$ cat src/rtl/ts_rx_parser.sv
// Receive-side training ordered-set parser: validates TS1/TS2 symbol streams,
// publishes the fields of each good set and counts consecutive identical sets.
module ts_rx_parser #(
   parameter int CONS_TARGET = 8
) (
   input  logic       clk,
   input  logic       rst,
   input  logic [7:0] sym_in,
   input  logic       sym_k,
   input  logic       sym_vld,
   input  logic       clear_cnt,
   output logic       ts_vld,
   output logic       ts_type,
   output logic [7:0] link_num,
   output logic [7:0] lane_num,
   output logic [7:0] n_fts,
   output logic [7:0] rate_id,
   output logic [7:0] train_ctl,
   output logic       link_pad,
   output logic       lane_pad,
   output logic [3:0] ts_cons_cnt,
   output logic       ts_cons_hit,
   output logic       ts_err
);
   localparam logic [7:0] SYM_COM = 8'hBC;
   localparam logic [7:0] SYM_PAD = 8'hF7;
   localparam logic [7:0] ID_TS1  = 8'h4A;
   localparam logic [7:0] ID_TS2  = 8'h45;
   localparam logic [3:0] TARGET  = 4'(CONS_TARGET);
   localparam int         SET_W   = 50;

   typedef enum logic {HUNT, COLLECT} state_t;

   state_t           state;
   logic [3:0]       idx;
   logic [7:0]       buf_link, buf_lane, buf_nfts, buf_rate, buf_ctl, buf_id;
   logic             buf_link_k, buf_lane_k;
   logic [SET_W-1:0] hist_set;
   logic             hist_valid;

   logic             sym_ok, is_com, collect_step, set_done, violation, same_as_hist;
   logic [SET_W-1:0] new_set;
   logic [3:0]       cnt_next;

   assign is_com       = sym_k && (sym_in == SYM_COM);
   assign collect_step = (state == COLLECT) && sym_vld;
   assign set_done     = collect_step && sym_ok && (idx == 4'd15);
   assign violation    = collect_step && !sym_ok;

   // Symbols 6..15 all equal the identifier, so sym1..6 plus the two K flags
   // fully describe a good set for the history comparison.
   assign new_set      = {buf_link_k, buf_link, buf_lane_k, buf_lane,
                          buf_nfts, buf_rate, buf_ctl, buf_id};
   assign same_as_hist = hist_valid && (new_set == hist_set);

   always_comb begin
      sym_ok = 1'b0;
      case (idx)
         4'd1, 4'd2:       sym_ok = !sym_k || (sym_in == SYM_PAD);
         4'd3, 4'd4, 4'd5: sym_ok = !sym_k;
         4'd6:             sym_ok = !sym_k && ((sym_in == ID_TS1) || (sym_in == ID_TS2));
         default:          sym_ok = !sym_k && (sym_in == buf_id);
      endcase
   end

   // A completing good set takes priority over a coincident clear.
   always_comb begin
      cnt_next = ts_cons_cnt;
      if (set_done) begin
         if (same_as_hist && !clear_cnt)
            cnt_next = (ts_cons_cnt == 4'd15) ? 4'd15 : ts_cons_cnt + 4'd1;
         else
            cnt_next = 4'd1;
      end else if (violation || clear_cnt) begin
         cnt_next = 4'd0;
      end
   end

   always_ff @(posedge clk or posedge rst) begin
      if (rst) begin
         state       <= HUNT;
         idx         <= 4'd0;
         buf_link    <= '0;
         buf_lane    <= '0;
         buf_nfts    <= '0;
         buf_rate    <= '0;
         buf_ctl     <= '0;
         buf_id      <= '0;
         buf_link_k  <= 1'b0;
         buf_lane_k  <= 1'b0;
         hist_set    <= '0;
         hist_valid  <= 1'b0;
         ts_vld      <= 1'b0;
         ts_err      <= 1'b0;
         ts_type     <= 1'b0;
         link_num    <= '0;
         lane_num    <= '0;
         n_fts       <= '0;
         rate_id     <= '0;
         train_ctl   <= '0;
         link_pad    <= 1'b0;
         lane_pad    <= 1'b0;
         ts_cons_cnt <= '0;
         ts_cons_hit <= 1'b0;
      end else begin
         ts_vld      <= 1'b0;
         ts_err      <= 1'b0;
         ts_cons_cnt <= cnt_next;
         ts_cons_hit <= (cnt_next >= TARGET);
         if (set_done || violation || clear_cnt)
            hist_valid <= set_done;
         if (set_done)
            hist_set <= new_set;
         if (sym_vld) begin
            if (state == HUNT) begin
               if (is_com) begin
                  state <= COLLECT;
                  idx   <= 4'd1;
               end
            end else if (!sym_ok) begin
               ts_err <= 1'b1;
               if (is_com) begin
                  idx <= 4'd1;
               end else begin
                  state <= HUNT;
                  idx   <= 4'd0;
               end
            end else if (idx == 4'd15) begin
               state     <= HUNT;
               idx       <= 4'd0;
               ts_vld    <= 1'b1;
               ts_type   <= (buf_id == ID_TS2);
               link_num  <= buf_link;
               lane_num  <= buf_lane;
               n_fts     <= buf_nfts;
               rate_id   <= buf_rate;
               train_ctl <= buf_ctl;
               link_pad  <= buf_link_k;
               lane_pad  <= buf_lane_k;
            end else begin
               case (idx)
                  4'd1: begin
                     buf_link   <= sym_in;
                     buf_link_k <= sym_k;
                  end
                  4'd2: begin
                     buf_lane   <= sym_in;
                     buf_lane_k <= sym_k;
                  end
                  4'd3:    buf_nfts <= sym_in;
                  4'd4:    buf_rate <= sym_in;
                  4'd5:    buf_ctl  <= sym_in;
                  4'd6:    buf_id   <= sym_in;
                  default: ;
               endcase
               idx <= idx + 4'd1;
            end
         end
      end
   end
endmodule

$ cat config.mk
export PLATFORM = sky130hd
export DESIGN_NAME = ts_rx_parser
export DESIGN_NICKNAME = d
export VERILOG_FILES = /design/src/rtl/ts_rx_parser.sv
export SDC_FILE = /design/constraint.sdc
export NUM_CORES = 1
export LEC_CHECK = 0
export CAP_MARGIN = 20
export CORE_MARGIN = 4
export CORE_UTILIZATION = 52
export DETAILED_ROUTE_END_ITERATION = 8
export PLACE_DENSITY = 0.72
export SYNTH_ARGS = -nofsm -noshare
export SYNTH_HDL_FRONTEND = slang
export SYNTH_SLANG_ARGS = --single-unit
$ cat constraint.sdc
create_clock -name clk -period 14.5 [get_ports clk]
set_input_delay 3.625 -clock clk [delete_from_list [all_inputs] [get_ports clk]]
set_output_delay 3.625 -clock clk [all_outputs]
set_load 0.01 [all_outputs]
## After elaboration in Yosys (flattened, before gate mapping)

Index checks and enable logic that the tools add are counted.

| storage, ports and cells | value |
|---|---|
| register bits | 156 |
| input bits | 13 |
| output and inout port bits | 50 |
| word-level logic and storage cells | 92 |

| cells by class | value |
|---|---|
| multiplexer cells | 21 |
| eq/ne operators | 15 |
| $add $sub $neg | 2 |
| magnitude comparators | 1 |
| reduce and logical (&&, ||, !) cells | 28 |
| bitwise logic cells | 1 |

Operators with widths:

| operator | number |
|---|---|
| $eq A50 B50 Y1 | 1 |
| $mux W4 | 8 |
| $reduce_and A5 Y1 | 6 |
| $eq A8 B7 Y1 const B | 3 |
| $eq A8 B8 Y1 const B | 2 |
| $eq A4 B3 Y1 const B | 3 |
| $mux W1 | 12 |
| $logic_and A1 B1 Y1 | 9 |
| $add A4 B1 Y4 const B | 2 |
| $eq A4 B2 Y1 const B | 2 |
| $eq A4 B4 Y1 const B | 2 |
| $eq A8 B8 Y1 | 1 |
| $logic_or A1 B1 Y1 | 5 |
| $eq A4 B1 Y1 const B | 1 |
| $ge A4 B4 Y1 const B | 1 |
| $reduce_and A4 Y1 | 1 |
| $logic_not A1 Y1 | 3 |
| $pmux W1 S3 | 1 |
| $reduce_or A3 Y1 | 1 |
| $reduce_and A2 Y1 | 1 |
| $reduce_bool A2 Y1 | 1 |
| $reduce_or A2 Y1 | 1 |
| $not A1 Y1 | 1 |

## Longest topological paths before layout

| logic depth | value |
|---|---|
| depth after elaboration | 10 |
| mapped depth | 10 |
| gate-level depth less buffers | 8 |

## Worst setup path after synthesis

No wires, ideal clock.

| timing path | value |
|---|---|
| path type | input-to-reg |
| start point | input sym_in[7] |
| end point | register buf_lane[0] |
| arrival time | 5702 ps |
| library setup time | 125 ps |
| stages | 9 |
| setup slack | 8673 ps |
| data required time | 14375 ps |
| buffers on the path | 3 |
| cells stage by stage | buf_4 -> or4b_1 -> a2111o_1 -> o31a_4 -> a21oi_2 -> buf_6 -> and3_4 -> buf_12 -> mux2_4 |

| on the way | value |
|---|---|
| word-level cells in the longest chain between the ends | 5 |
| elaborated cells on any way between the ends | 10 |
| those cells by class | 4 x eq/ne; 1 x mux; 5 x reduce/logical |

RTL lines:

| what | line | text |
|---|---|---|
| start: declaration | 8 | `input logic [7:0] sym_in,` |
| $eq A8 B7 Y1 | 61 | `4'd6: sym_ok = !sym_k && ((sym_in == ID_TS1) \|\| (sym_in == ID_TS2));` |
| $logic_or A1 B1 Y1 | 61 |  |
| $logic_and A1 B1 Y1 | 61 |  |
| $pmux W1 S3 * | 58 | `case (idx)` |
| $reduce_and A5 Y1 (no source line) * | - |  |
| end signal: assignment | 147 | `buf_lane <= sym_in;` |
| end: declaration | 36 | `logic [7:0] buf_link, buf_lane, buf_nfts, buf_rate, buf_ctl, buf_id;` |

Mark *: on every way between the ends. The rest lies on a longest branch, timed or not.
A chain may end at the register's enable or synchronous reset.

## Final worst setup path

| timing path | value |
|---|---|
| start point | input sym_in[0] |
| end point | register hist_set[37] |

| on the way | value |
|---|---|
| word-level cells in the longest chain between the ends | 6 |
| elaborated cells on any way between the ends | 11 |
| those cells by class | 4 x eq/ne; 1 x mux; 6 x reduce/logical |

RTL lines:

| what | line | text |
|---|---|---|
| $eq A8 B7 Y1 | 61 |  |
| $logic_or A1 B1 Y1 | 61 |  |
| $logic_and A1 B1 Y1 | 61 |  |
| $pmux W1 S3 * | 58 |  |
| $logic_and A1 B1 Y1 * (2 in series) | 47 | `assign set_done = collect_step && sym_ok && (idx == 4'd15);` |
| end signal: assignment | 113 | `hist_set <= new_set;` |
| end: declaration | 38 | `logic [SET_W-1:0] hist_set;` |

Marks and branches as above.

==> out/results.ini <==
[outcome]
status = completed

[worst_setup_path]
worst-setup-path-type = primary input to register
worstSetupStartpoint = sym_in[0]
cp.arrival_ns = 7.34
required_ns = 14.87
critical_path.endpoint_type = register
worstReg2RegStart = idx[0]
cp-start-kind = primary input
critPathMaxFanout = 33

[power_and_ir_drop]
p_seq_share_pct = 45.5
powerDensity_nw_per_um2 = 116
combPwrFrac_pct = 2.9
sw_frac_of_total_pct = 20.9
p_sw_w = 0.000201
p_int_w = 0.000760
ir_drop_v = 0.0000844
total_leakage_power_nw = 4.54
pwr-share-clk_pct = 51.6

[cells_and_area]
nFillCells = 1067
n_antenna_cell = 0
final_cells = 882
drive_gt1_share_pct = 16.3
final_area_sq_um = 8310
area_growth_pct = 18.4
nets = 711

[clocking]
post_cts_resized = 0
clock-sinks = 156
cts_tree = built
hold_buffers = 0
clockBufferDepth = 2
clock_latency_ns = 0.43
cts_root_buf = clkbuf_16
cts_setup_buffers = 0
cts_htree_levels = 4
path_clk_slew_ns = 0.06
cts_buffers = 17

[timing]
worstMarginPinSlew_ns = 1.12
grt_setup_unrepaired = no
fmax_mhz = 143
post-route-period-util_pct = 48.1
fin_crit_ns = 6.98
skew_ns = 0.00729
setup_viol_count_final = 0
final.setup.tns_ns = 0
hold_violations = 0
slew_violations = 0
slew-limit-headroom_pct = 24.9

[floorplan]
core_sq_um = 13200
io_pins = 63
row_count = 42
dieArea_sq_um = 15400
die_height_microns = 124
die_w_microns = 124
floorplan.initialDensity_pct = 53.0

[synth]
synth-warning-count = 0
syn_area_sq_um = 7020
ys_types = 50
ys_dominant_reg_cell = dfrtp_1
syn_inst = 639
synth_edf_count = 0
syn_area_per_cell_sq_um = 11.0
ys_seq_elements = 156
ys_seq_area_share_pct = 55.6
synthArstFlopShare_pct = 100
synth_nets = 657

[placement]
dp.cells = 850
port_buffers = 62
place_area_sq_um = 7650
hpwl_microns = 10400
finalWeightedCongestion = 0.832

[detailed_routing]
route.met2.wl_microns = 7390
finalWirelength_microns = 15400
dr.max_layer_used = met4
via_count = 4700
ant_nets = 0
dr.pass1.iters = 4
wl_met3_microns = 708
wl_per_cell_microns = 17.5
drt-initial-drc-count = 264
vias_per_cell = 5.33
drc = 0
met1Wirelength_microns = 7050

[global_routing]
gr-total-overflow = 0
grt_use_total_pct = 21.8
antenna_found_initial = 0
grt_max_degree = 90
first_global_vias = 4790
grt_pass1_wl_microns = 25200

[min_path]
min_from = train_ctl[4]
hp-class = register to register

[job]
maxCapViolCount = 0

-- per-layer routing --
layer | vias up | global-route usage, %
li1 | 2202 | -
met1 | 2367 | 29.8
met2 | 112 | 34.0
met3 | 19 | 5.54
met4 | 0 | 7.32
met5 | - | 0
-- Yosys cell counts (6+ instances only) --
library cell / number / area, sq um
buf_6: 7 / 78.8
clkbuf_1: 13 / 48.8
dfrtp_1: 156 / 3900
inv_1: 8 / 30.0
mux2_2: 17 / 191
mux2_4: 33 / 495
nand2_1: 221 / 830
nand2_2: 19 / 119
nand3_1: 7 / 35.0
nand4_1: 6 / 37.5
nor2_1: 7 / 26.3
nor4_1: 12 / 75.1
o21ai_0: 6 / 30.0
xnor2_1: 9 / 78.8
xor2_1: 47 / 412
-- final cells by class --
class / instances / area, sq um / area share [%]
clock buffers: 19 / 453 / 5.45
repair buffers: 66 / 651 / 7.83
inverters: 8 / 35.0 / 0.421
clock inverters: 13 / 213 / 2.56
multi-input cells: 444 / 2840 / 34.1
well taps: 176 / 220 / 2.65
flip-flops and latches: 156 / 3900 / 47.0
-- power by group through the flow --
stage / Sequential (W) / Combinational (W) / Clock, W
after floorplan: 0.000445 / 0.0000186 / 0
after global placement: 0.000445 / 0.0000277 / 0
after detailed placement: 0.000445 / 0.0000282 / 0
after CTS: 0.000437 / 0.0000285 / 0.000503
after global routing: 0.000437 / 0.0000318 / 0.000524
final: 0.000438 / 0.0000281 / 0.000496
-- cell families (layout without fill, tap and decap cells) --
logic type                 after synthesis  count (layout)  share of synthesized area [%]
buffers and inverters                   39             106                           3.96
AOI/OAI and AO/OA                       34              34                           3.62
DFF                                    156             156                           55.6
xor gates and xnor gates                56              56                           6.99
muxes                                   50              50                           9.79
and+or+nand+nor                        299             299                           19.1
adders and majority gates                5               5                          0.891
-- worst paths after layout --
kind,slack [ns],depth (start not counted),to
worst min register to register,0.46,2,train_ctl[4]
worst max-delay path,7.52,8,hist_set[37]
min in group asynchronous,3.73,2,rate_id[4]
worst min-delay path,0.46,2,train_ctl[4]
worst max register to register,11.13,9,hist_set[37]
max in group asynchronous,9.42,3,buf_ctl[0]
-- flip-flops by register name (all words and copies together) (netlist names), 4 cells and up --
| register | flops |
|---|---|
| buf_ctl | 8 |
| buf_id | 8 |
| buf_lane | 8 |
| buf_link | 8 |
| buf_nfts | 8 |
| buf_rate | 8 |
| hist_set | 50 |
| idx | 4 |
| lane_num | 8 |
| link_num | 8 |
| n_fts | 8 |
| rate_id | 8 |
| train_ctl | 8 |
| ts_cons_cnt | 4 |
-- metrics by stage --
stage / setup WS, ns / utilization (%) / total power (W) / hold WS [ns]
floorplan: 6.67 / - / 0.000464 / 0.458
global placement: 7.19 / 57.7 / 0.000473 / 0.450
global route: 7.38 / 62.8 / 0.000993 / 0.485
finish: 7.52 / 62.8 / 0.000961 / 0.464
detailed placement: 7.14 / 57.7 / 0.000474 / 0.459
CTS: 7.57 / 62.8 / 0.000969 / 0.473
-- worst max-delay path, cell delays in order --
cell             delay (ns)
clkdlybuf4s50_1        0.85
or4bb_1                0.54
a2111o_1               0.41
o31a_4                 0.14
a211oi_4               0.94
buf_4                  0.56
nand2_1                0.15
nand2_1                0.09
-- layout by cell type, fill, tap and decap left out, types with 5 or more instances in the layout --
master             n
a21oi_1            5
and3_1             5
bufinv_16          5
clkbuf_16         17
clkdlybuf4s50_1   62
dfrtp_1          156
ha_1               5
inv_1              7
mux2_2            17
mux2_4            33
nand2_1          221
nand2_2           19
nand3_1            7
nand4_1            6
nor2_1             7
nor4_1            12
o21ai_0            6
xnor2_1            9
xor2_1            47
Power figures use the tool's default switching activity.
